File: src/rtl/btn_debounce_pkg.sv
// Shared definitions for the push-button debouncer: per-button FSM encoding
// and synchronizer depth.
package btn_debounce_pkg;

   typedef enum logic [1:0] {
      IDLE         = 2'b00,
      PRESS_WAIT   = 2'b01,
      PRESSED      = 2'b11,
      RELEASE_WAIT = 2'b10
   } btn_state_t;

   localparam int unsigned SYNC_DEPTH = 2;

endpackage

File: src/rtl/btn_debounce_cell.sv
// One-button debouncer: 2-flop synchronizer, debounce FSM and counter.
// With BTN_AUTOREPEAT_EN defined, a held button re-pulses every REPEAT_CYCLES.
module btn_debounce_cell
   import btn_debounce_pkg::*;
#(
   parameter int unsigned NB_COUNTER      = 16,
   parameter int unsigned DEBOUNCE_CYCLES = 100
`ifdef BTN_AUTOREPEAT_EN
   ,
   parameter int unsigned REPEAT_CYCLES   = 1000
`endif
) (
   input  logic clock,
   input  logic i_reset,
   input  logic i_btn,
   output logic o_btn_level,
   output logic o_btn_pulse
);

   localparam logic [NB_COUNTER-1:0] DB_LIMIT = NB_COUNTER'(DEBOUNCE_CYCLES - 1);
   localparam logic [NB_COUNTER-1:0] CNT_ONE  = NB_COUNTER'(1);

   logic [SYNC_DEPTH-1:0] sync;
   logic                  s;
   logic [NB_COUNTER-1:0] cnt;
   btn_state_t            state;

`ifdef BTN_AUTOREPEAT_EN
   localparam logic [NB_COUNTER-1:0] RPT_LIMIT = NB_COUNTER'(REPEAT_CYCLES - 1);
   logic [NB_COUNTER-1:0] rpt_cnt;
`endif

   assign s = sync[SYNC_DEPTH-1];

   always_ff @(posedge clock) begin
      if (!i_reset) begin
         sync        <= '0;
         cnt         <= '0;
         state       <= IDLE;
         o_btn_level <= 1'b0;
         o_btn_pulse <= 1'b0;
`ifdef BTN_AUTOREPEAT_EN
         rpt_cnt     <= '0;
`endif
      end else begin
         sync        <= {sync[SYNC_DEPTH-2:0], i_btn};
         o_btn_pulse <= 1'b0;
         case (state)
            IDLE: begin
               if (s) begin
                  state <= PRESS_WAIT;
                  cnt   <= '0;
               end
            end
            PRESS_WAIT: begin
               if (!s) begin
                  state <= IDLE;
                  cnt   <= '0;
               end else if (cnt == DB_LIMIT) begin
                  state       <= PRESSED;
                  o_btn_level <= 1'b1;
                  o_btn_pulse <= 1'b1;
`ifdef BTN_AUTOREPEAT_EN
                  rpt_cnt     <= '0;
`endif
               end else begin
                  cnt <= cnt + CNT_ONE;
               end
            end
            PRESSED: begin
               // Repeat counter restarts from 0 on exit so a bounce back from
               // RELEASE_WAIT resumes the full repeat period.
               if (!s) begin
                  state   <= RELEASE_WAIT;
                  cnt     <= '0;
`ifdef BTN_AUTOREPEAT_EN
                  rpt_cnt <= '0;
               end else if (rpt_cnt == RPT_LIMIT) begin
                  o_btn_pulse <= 1'b1;
                  rpt_cnt     <= '0;
               end else begin
                  rpt_cnt <= rpt_cnt + CNT_ONE;
`endif
               end
            end
            RELEASE_WAIT: begin
               if (s) begin
                  state <= PRESSED;
               end else if (cnt == DB_LIMIT) begin
                  state       <= IDLE;
                  o_btn_level <= 1'b0;
                  cnt         <= '0;
               end else begin
                  cnt <= cnt + CNT_ONE;
               end
            end
            default: state <= IDLE;
         endcase
      end
   end

endmodule

File: src/rtl/btn_debounce.sv
// Debounces NB_BTN raw push-buttons into clean levels and one-cycle press
// pulses. Optional autorepeat is enabled with BTN_AUTOREPEAT_EN.
module btn_debounce
   import btn_debounce_pkg::*;
#(
   parameter int unsigned NB_BTN          = 4,
   parameter int unsigned NB_COUNTER      = 16,
   parameter int unsigned DEBOUNCE_CYCLES = 100,
   parameter int unsigned REPEAT_CYCLES   = 1000
) (
   input  logic              clock,
   input  logic              i_reset,
   input  logic [NB_BTN-1:0] i_btn,
   output logic [NB_BTN-1:0] o_btn_level,
   output logic [NB_BTN-1:0] o_btn_pulse
);

   localparam longint unsigned CNT_MAX = (64'(1) << NB_COUNTER) - 64'(1);

   if (DEBOUNCE_CYCLES < 1 || 64'(DEBOUNCE_CYCLES) > CNT_MAX) begin : g_bad_debounce
      $error("btn_debounce: DEBOUNCE_CYCLES out of range for NB_COUNTER");
   end
   if (REPEAT_CYCLES < 1 || 64'(REPEAT_CYCLES) > CNT_MAX) begin : g_bad_repeat
      $error("btn_debounce: REPEAT_CYCLES out of range for NB_COUNTER");
   end

   for (genvar i = 0; i < NB_BTN; i++) begin : g_cell
      btn_debounce_cell #(
         .NB_COUNTER      (NB_COUNTER),
         .DEBOUNCE_CYCLES (DEBOUNCE_CYCLES)
`ifdef BTN_AUTOREPEAT_EN
         ,
         .REPEAT_CYCLES   (REPEAT_CYCLES)
`endif
      ) u_cell (
         .clock       (clock),
         .i_reset     (i_reset),
         .i_btn       (i_btn[i]),
         .o_btn_level (o_btn_level[i]),
         .o_btn_pulse (o_btn_pulse[i])
      );
   end

endmodule

File: config.mk
export PLATFORM = sky130hd
export DESIGN_NAME = btn_debounce
export DESIGN_NICKNAME = d
export VERILOG_FILES = /design/src/rtl/btn_debounce_pkg.sv /design/src/rtl/btn_debounce_cell.sv /design/src/rtl/btn_debounce.sv
export SDC_FILE = /design/constraint.sdc
export NUM_CORES = 1
export LEC_CHECK = 0
export BUFFER_PORTS_ARGS = -buffer_cell sky130_fd_sc_hd__buf_2
export CORE_UTILIZATION = 30
export CTS_BUF_LIST = sky130_fd_sc_hd__clkbuf_8 sky130_fd_sc_hd__clkbuf_16
export DETAILED_ROUTE_END_ITERATION = 8
export PLACE_DENSITY = 0.53
export SLEW_MARGIN = 10
export SYNTH_ARGS = -nofsm -noshare
export SYNTH_HDL_FRONTEND = slang
export SYNTH_HIERARCHICAL = 1
export SYNTH_SLANG_ARGS = --single-unit
export TNS_END_PERCENT = 10
File: constraint.sdc
create_clock -name clock -period 2.4 [get_ports clock]
set_input_delay 0.12 -clock clock [delete_from_list [all_inputs] [get_ports clock]]
set_output_delay 0.12 -clock clock [all_outputs]
set_load 0.02 [all_outputs]
Yosys cells after proc, flatten, opt, wreduce, memory -nomap -nowiden --
Cells that the tools add are included.
Storage, ports and cells: bits in registers 88, output and inout port bits 8, word-level logic and storage cells 180
Operators by class: add/subtract/negate cells 4, equality and inequality tests 52, muxes and demuxes 80, reductions and logical operators 24
Operators by type and width (count):
- $mux W16 | 24
- $pmux W16 S4 | 4
- $add A16 B1 Y16 const B | 4
- $eq A16 B7 Y1 const B | 4
- $mux W2 | 24
- $ne A2 B1 Y1 const B | 16
- $pmux W2 S4 | 4
- $reduce_and A4 Y1 | 8
- $ne A3 B3 Y1 const B | 8
- $mux W1 | 20
- $reduce_and A5 Y1 | 4
- $eq A2 B2 Y1 const B | 8
- $ne A2 B2 Y1 const B | 8
- $ne A3 B1 Y1 const B | 4
- $reduce_and A3 Y1 | 4
- $eq A2 B1 Y1 const B | 4
- $logic_not A2 Y1 | 4
- $pmux W1 S2 | 4
- $reduce_bool A2 Y1 | 4

Logic depth before layout (Yosys ltp) --
depth after elaboration 4, gate-level depth with buffers 8, mapped depth without buffers 7

Cells and area by module --
The synthesis kept the hierarchy.
Modules (own cells, without submodules):
- btn_debounce_cell at g_cell[0].u_cell ... | instances 3, cells each 144, area each 1282.5 µm², seq. area each 440.4 µm²
- btn_debounce_cell at g_cell[3].u_cell | instances 1, cells each 148, area each 1307.5 µm², seq. area each 440.4 µm²

Worst setup path before layout --
Ideal clock, no wire load.
path type register -> register, start point reg g_cell[0].u_cell.state[0], end point reg g_cell[0].u_cell.cnt[15], arrival time 1.682 ns, data required time 2.321 ns, path slack 0.639 ns, cell stages (with the launch flop) 9, path buffers 1, clock period less this slack 1.761 ns, path through dfxtp_1 inv_1 ha_1 nor2_1 a21oi_2 nor4_4 buf_6 nand4_1 o211ai_1
Between the ends: word-level cells in the longest chain between the ends 3
RTL lines:
- start: declaration | line btn_debounce_cell.sv:26 | btn_state_t state;
- start signal: assignment | line btn_debounce_cell.sv:39 | state <= IDLE;
- start signal: assignment | line btn_debounce_cell.sv:51 | state <= PRESS_WAIT;
- start signal: assignment | line btn_debounce_cell.sv:57 | state <= IDLE;
- $eq A2 B1 Y1, or another cell as far along | line btn_debounce_cell.sv:48 | case (state)
- $ne A3 B3 Y1 (no source line), or another cell as far along
- $reduce_and A4 Y1 (no source line)
- end signal: assignment | line btn_debounce_cell.sv:67 | cnt <= cnt + CNT_ONE;
- end signal: assignment | line btn_debounce_cell.sv:94 | cnt <= cnt + CNT_ONE;
- end: declaration | line btn_debounce_cell.sv:25 | logic [NB_COUNTER-1:0] cnt;
Parallel ways exist; a longest one is shown, timed or not. A chain may end at the register's enable or synchronous reset.

Final worst setup path --
start point reg g_cell[3].u_cell.state[0], end point reg g_cell[3].u_cell.cnt[12]
Between the ends: word-level cells in the longest chain between the ends 3
RTL lines (line):
- start: declaration | btn_debounce_cell.sv:26
- start signal: assignment | btn_debounce_cell.sv:39
- start signal: assignment | btn_debounce_cell.sv:51
- start signal: assignment | btn_debounce_cell.sv:57
- $eq A2 B1 Y1, or another cell as far along | btn_debounce_cell.sv:48
- $ne A3 B3 Y1 (no source line), or another cell as far along
- $reduce_and A4 Y1 (no source line)
- end signal: assignment | btn_debounce_cell.sv:67
- end signal: assignment | btn_debounce_cell.sv:94
- end: declaration | btn_debounce_cell.sv:25
Parallel ways exist; a longest one is shown, timed or not.

==> results.py <==
metrics = {
    "yosys": {
        "synth_edf_count": 0,
        "synth-async-reset-ratio_pct": 0,
        "synth_top_family_by_area": "simple AND/OR/NAND/NOR gates",
        "ys_ff_latch": 88,
        "synth_compound_area_share_pct": 16.3,
        "synth.distinct_cells": 53,
        "synth_area_per_cell_um2": 8.89,
        "synthAdderAreaFrac_pct": 5.10,
        "syn_inst": 580,
        "syn_area_um2": 5150,
        "syn_nets": 607,
        "synth_flop_cell": "dfxtp_1",
        "yosysSeqAreaShare_pct": 34.2,
        "synthXorXnorAreaFrac_pct": 5.44,
        "synth-simple-area-share_pct": 33.5,
        "muxShareOfSynthArea_pct": 1.17,
        "ys_warn_count": 6,
    },
    "layout": {
        "fin_area_um2": 5790,
        "fin_nets": 617,
        "finish.utilization_pct": 34.6,
        "final_common_cell": "dfxtp_1",
        "antenna_cells": 0,
        "final_cell_mix": "dfxtp_1, nor2_1, nand2_1, nand3_1, nor3_1",
        "areaGrowthSynthToFinish_pct": 12.3,
        "drive_gt1_share_pct": 13.4,
        "stdcell_count": 815,
        "nFillCells": 1740,
    },
    "sta": {
        "finalCritPeriodShare_pct": 85.9,
        "finalHoldViolCount": 0,
        "setup_viol": 0,
        "max_freq_mhz": 485,
        "tns_ns": 0,
        "clock-skew-final_ns": 0.00391,
        "hold_slack_ns": 0.277,
        "rsz0062_at_grt": "false",
        "maxSlewViolCount": 0,
        "period_needed_ns": 2.06,
        "worst_pin_slew_ns": 0.692,
        "relSlewSlack_pct": 53.8,
    },
    "routing": {
        "avgViaCountPerCell": 5.15,
        "drt_iter0_markers": 201,
        "drc": 0,
        "drt.antenna.violating_nets": 0,
        "num_vias": 4201,
        "first_pass_iters": 4,
        "wl_per_cell_um": 13.1,
        "finalWirelength_mm": 10.7,
    },
    "clock_network": {
        "cts-root-buf": "clkbuf_16",
        "cts_sinks": 88,
        "clock_path_buffers": 2,
        "clock_latency_ns": 0.35,
        "cts_made_buffers": 9,
        "clk_pin_slew_ns": 0.06,
        "htreeDepth": 3,
        "cts_tree": "done",
    },
    "placed_design": {
        "place_hpwl_mm": 7.49,
        "placed_cells": 792,
        "gp_congestion": 0.822,
        "numPortBuffers": 13,
        "dpl-instance-area_um2": 5380,
    },
    "global_route": {
        "antenna_found_initial": 0,
        "grt.overflow.total": 0,
        "grt_pass1_wl_mm": 18.5,
        "grt_start_max_net_pins": 20,
        "grt_pass1_vias": 3848,
        "grt_use_total_pct": 12.8,
    },
    "worst_setup_path": {
        "regToRegSetupSlack_ns": 0.34,
        "worst_setup_path_end_kind": "register",
        "crit_arrival_ns": 2.34,
        "crit_fanout": 13,
        "reg2reg_from": "g_cell[3].u_cell/state[0]",
        "startpoint": "g_cell[3].u_cell/state[0]",
        "r2r_end": "g_cell[3].u_cell/cnt[12]",
        "r2r_cells": 8,
        "slowest_stage": "dfxtp_1",
        "critPathLaunchType": "register",
        "worstPathCellList": "inv_1, ha_1, nor2_1, a21oi_2, nor4_4, buf_4, or2b_1, a31oi_1",
        "cp.required_ns": 2.67,
        "path_class": "reg -> reg",
        "max_stage_delay_ns": 0.38,
        "crit_end": "g_cell[3].u_cell/cnt[12]",
    },
    "floorplan": {
        "rows": 47,
        "core_area_um2": 16700,
        "initial_core_util_pct": 30.9,
        "die_w_um": 133,
        "die_h_um": 133,
        "die_area_um2": 17700,
        "io_pins": 14,
    },
    "power_and_ir_drop": {
        "p_leak_nw": 1.80,
        "p_sw_mw": 0.826,
        "p_per_area_nw_per_um2": 594,
        "clockPowerShare_pct": 47.5,
        "pwr-share-comb_pct": 8.4,
        "p_sw_share_pct": 24.0,
        "seqPwrFrac_pct": 44.0,
        "ir_drop_mv": 0.389,
        "p_int_mw": 2.61,
    },
    "hold_path": {
        "hp-class": "in -> reg",
    },
    "flow_run": {
        "maxCapViolCount": 0,
    },
    "outcome": {
        "status": "finished clean",
    },
}
==> through the flow <==
| stage | total power, mW | worst slack (ns) |
|---|---|---|
| final | 3.44 | 0.338 |
| after global routing | 3.59 | 0.140 |
| after CTS | 3.49 | 0.154 |
| after detailed placement | 1.83 | 0.153 |
| after global placement | 1.83 | 0.305 |
| after floorplan | 1.76 | 0.639 |
==> kinds of logic (layout without fill, tap and decap cells) <==
group | count (synthesis) | count (layout)
adder cells (fa/ha/maj) | 21 | 21
flip-flops | 88 | 88
multiplexers | 6 | 6
AND/OR/NAND/NOR | 275 | 275
XOR/XNOR | 32 | 32
buffers and inverters | 41 | 56
AO/OA/AOI/OAI | 117 | 117
==> how the worst min path moves through the flow <==
stage	startpoint	end	slack [ns]	depth (start not counted)
after global placement	i_btn[2]	g_cell[2].u_cell/sync[0]	0.33	2
final	i_reset	g_cell[0].u_cell/cnt[15]	0.28	3
after CTS	i_reset	g_cell[0].u_cell/cnt[15]	0.29	3
after detailed placement	i_btn[3]	g_cell[3].u_cell/sync[0]	0.33	2
after floorplan	i_btn[0]	g_cell[0].u_cell/sync[0]	0.25	1
after global routing	i_reset	g_cell[0].u_cell/cnt[15]	0.30	3
==> cell usage after synthesis, types with 11 or more instances <==
library cell	n	area [µm²]
inv_1	12	45.0
nor2_1	56	210
a21oi_1	24	120
xor2_1	12	105
a31oi_1	21	131
xnor2_1	20	175
nand3_1	44	220
dfxtp_1	88	1760
buf_2	21	105
nor4_1	11	68.8
nand2_1	44	165
nor3_1	32	160
ha_1	21	263
or2b_1	13	97.6
nand4_1	16	100
==> final cells by class <==
| cell class | instances | area (µm²) | area share [%] |
|---|---|---|---|
| tap | 220 | 275 | 4.76 |
| clock inverter | 7 | 120 | 2.08 |
| sequential | 88 | 1760 | 30.4 |
| multi-input combinational | 451 | 3170 | 54.8 |
| inverter | 12 | 45.0 | 0.778 |
| clock buffer | 9 | 225 | 3.89 |
| timing repair buffer | 28 | 188 | 3.24 |
==> state kept, by name, summed over array words and instances (netlist names) <==
name and count:
g_cell.u_cell/cnt 64, g_cell.u_cell/state 8, g_cell.u_cell/sync 8, g_cell.u_cell/o_btn_level 4, g_cell.u_cell/o_btn_pulse 4
==> routing by layer <==
metal  vias up  routed length, µm  track usage (%)
met5         -                  0                0
met4         0                123             3.70
met3         7                308             3.52
met2        45               5120             20.9
met1      1995               5110             16.4
li1       2154                  -                -
==> repair_timing <==
action,4_1_cts,5_1_grt
endpoints found under the hold margin,4,0
hold buffers,4,0
endpoints found under the setup margin,0,5
buffers inserted,0,3
gates resized for setup,0,0
==> worst max-delay path, delay by kind of cell (launching register included) <==
kind,cells,cell delay (ns)
simple gates,3,0.70
flops,1,0.38
buf+inv,2,0.32
compound gates,2,0.32
fa+ha+maj,1,0.26
==> power groups by stage <==
stage	registers, mW	logic (mW)	clock network, mW
after floorplan	1.54	0.220	0
after CTS	1.51	0.291	1.69
after global routing	1.52	0.329	1.74
after detailed placement	1.55	0.284	0
final	1.51	0.290	1.63
after global placement	1.55	0.281	0
No activity file was read; power rests on OpenSTA's default activity.
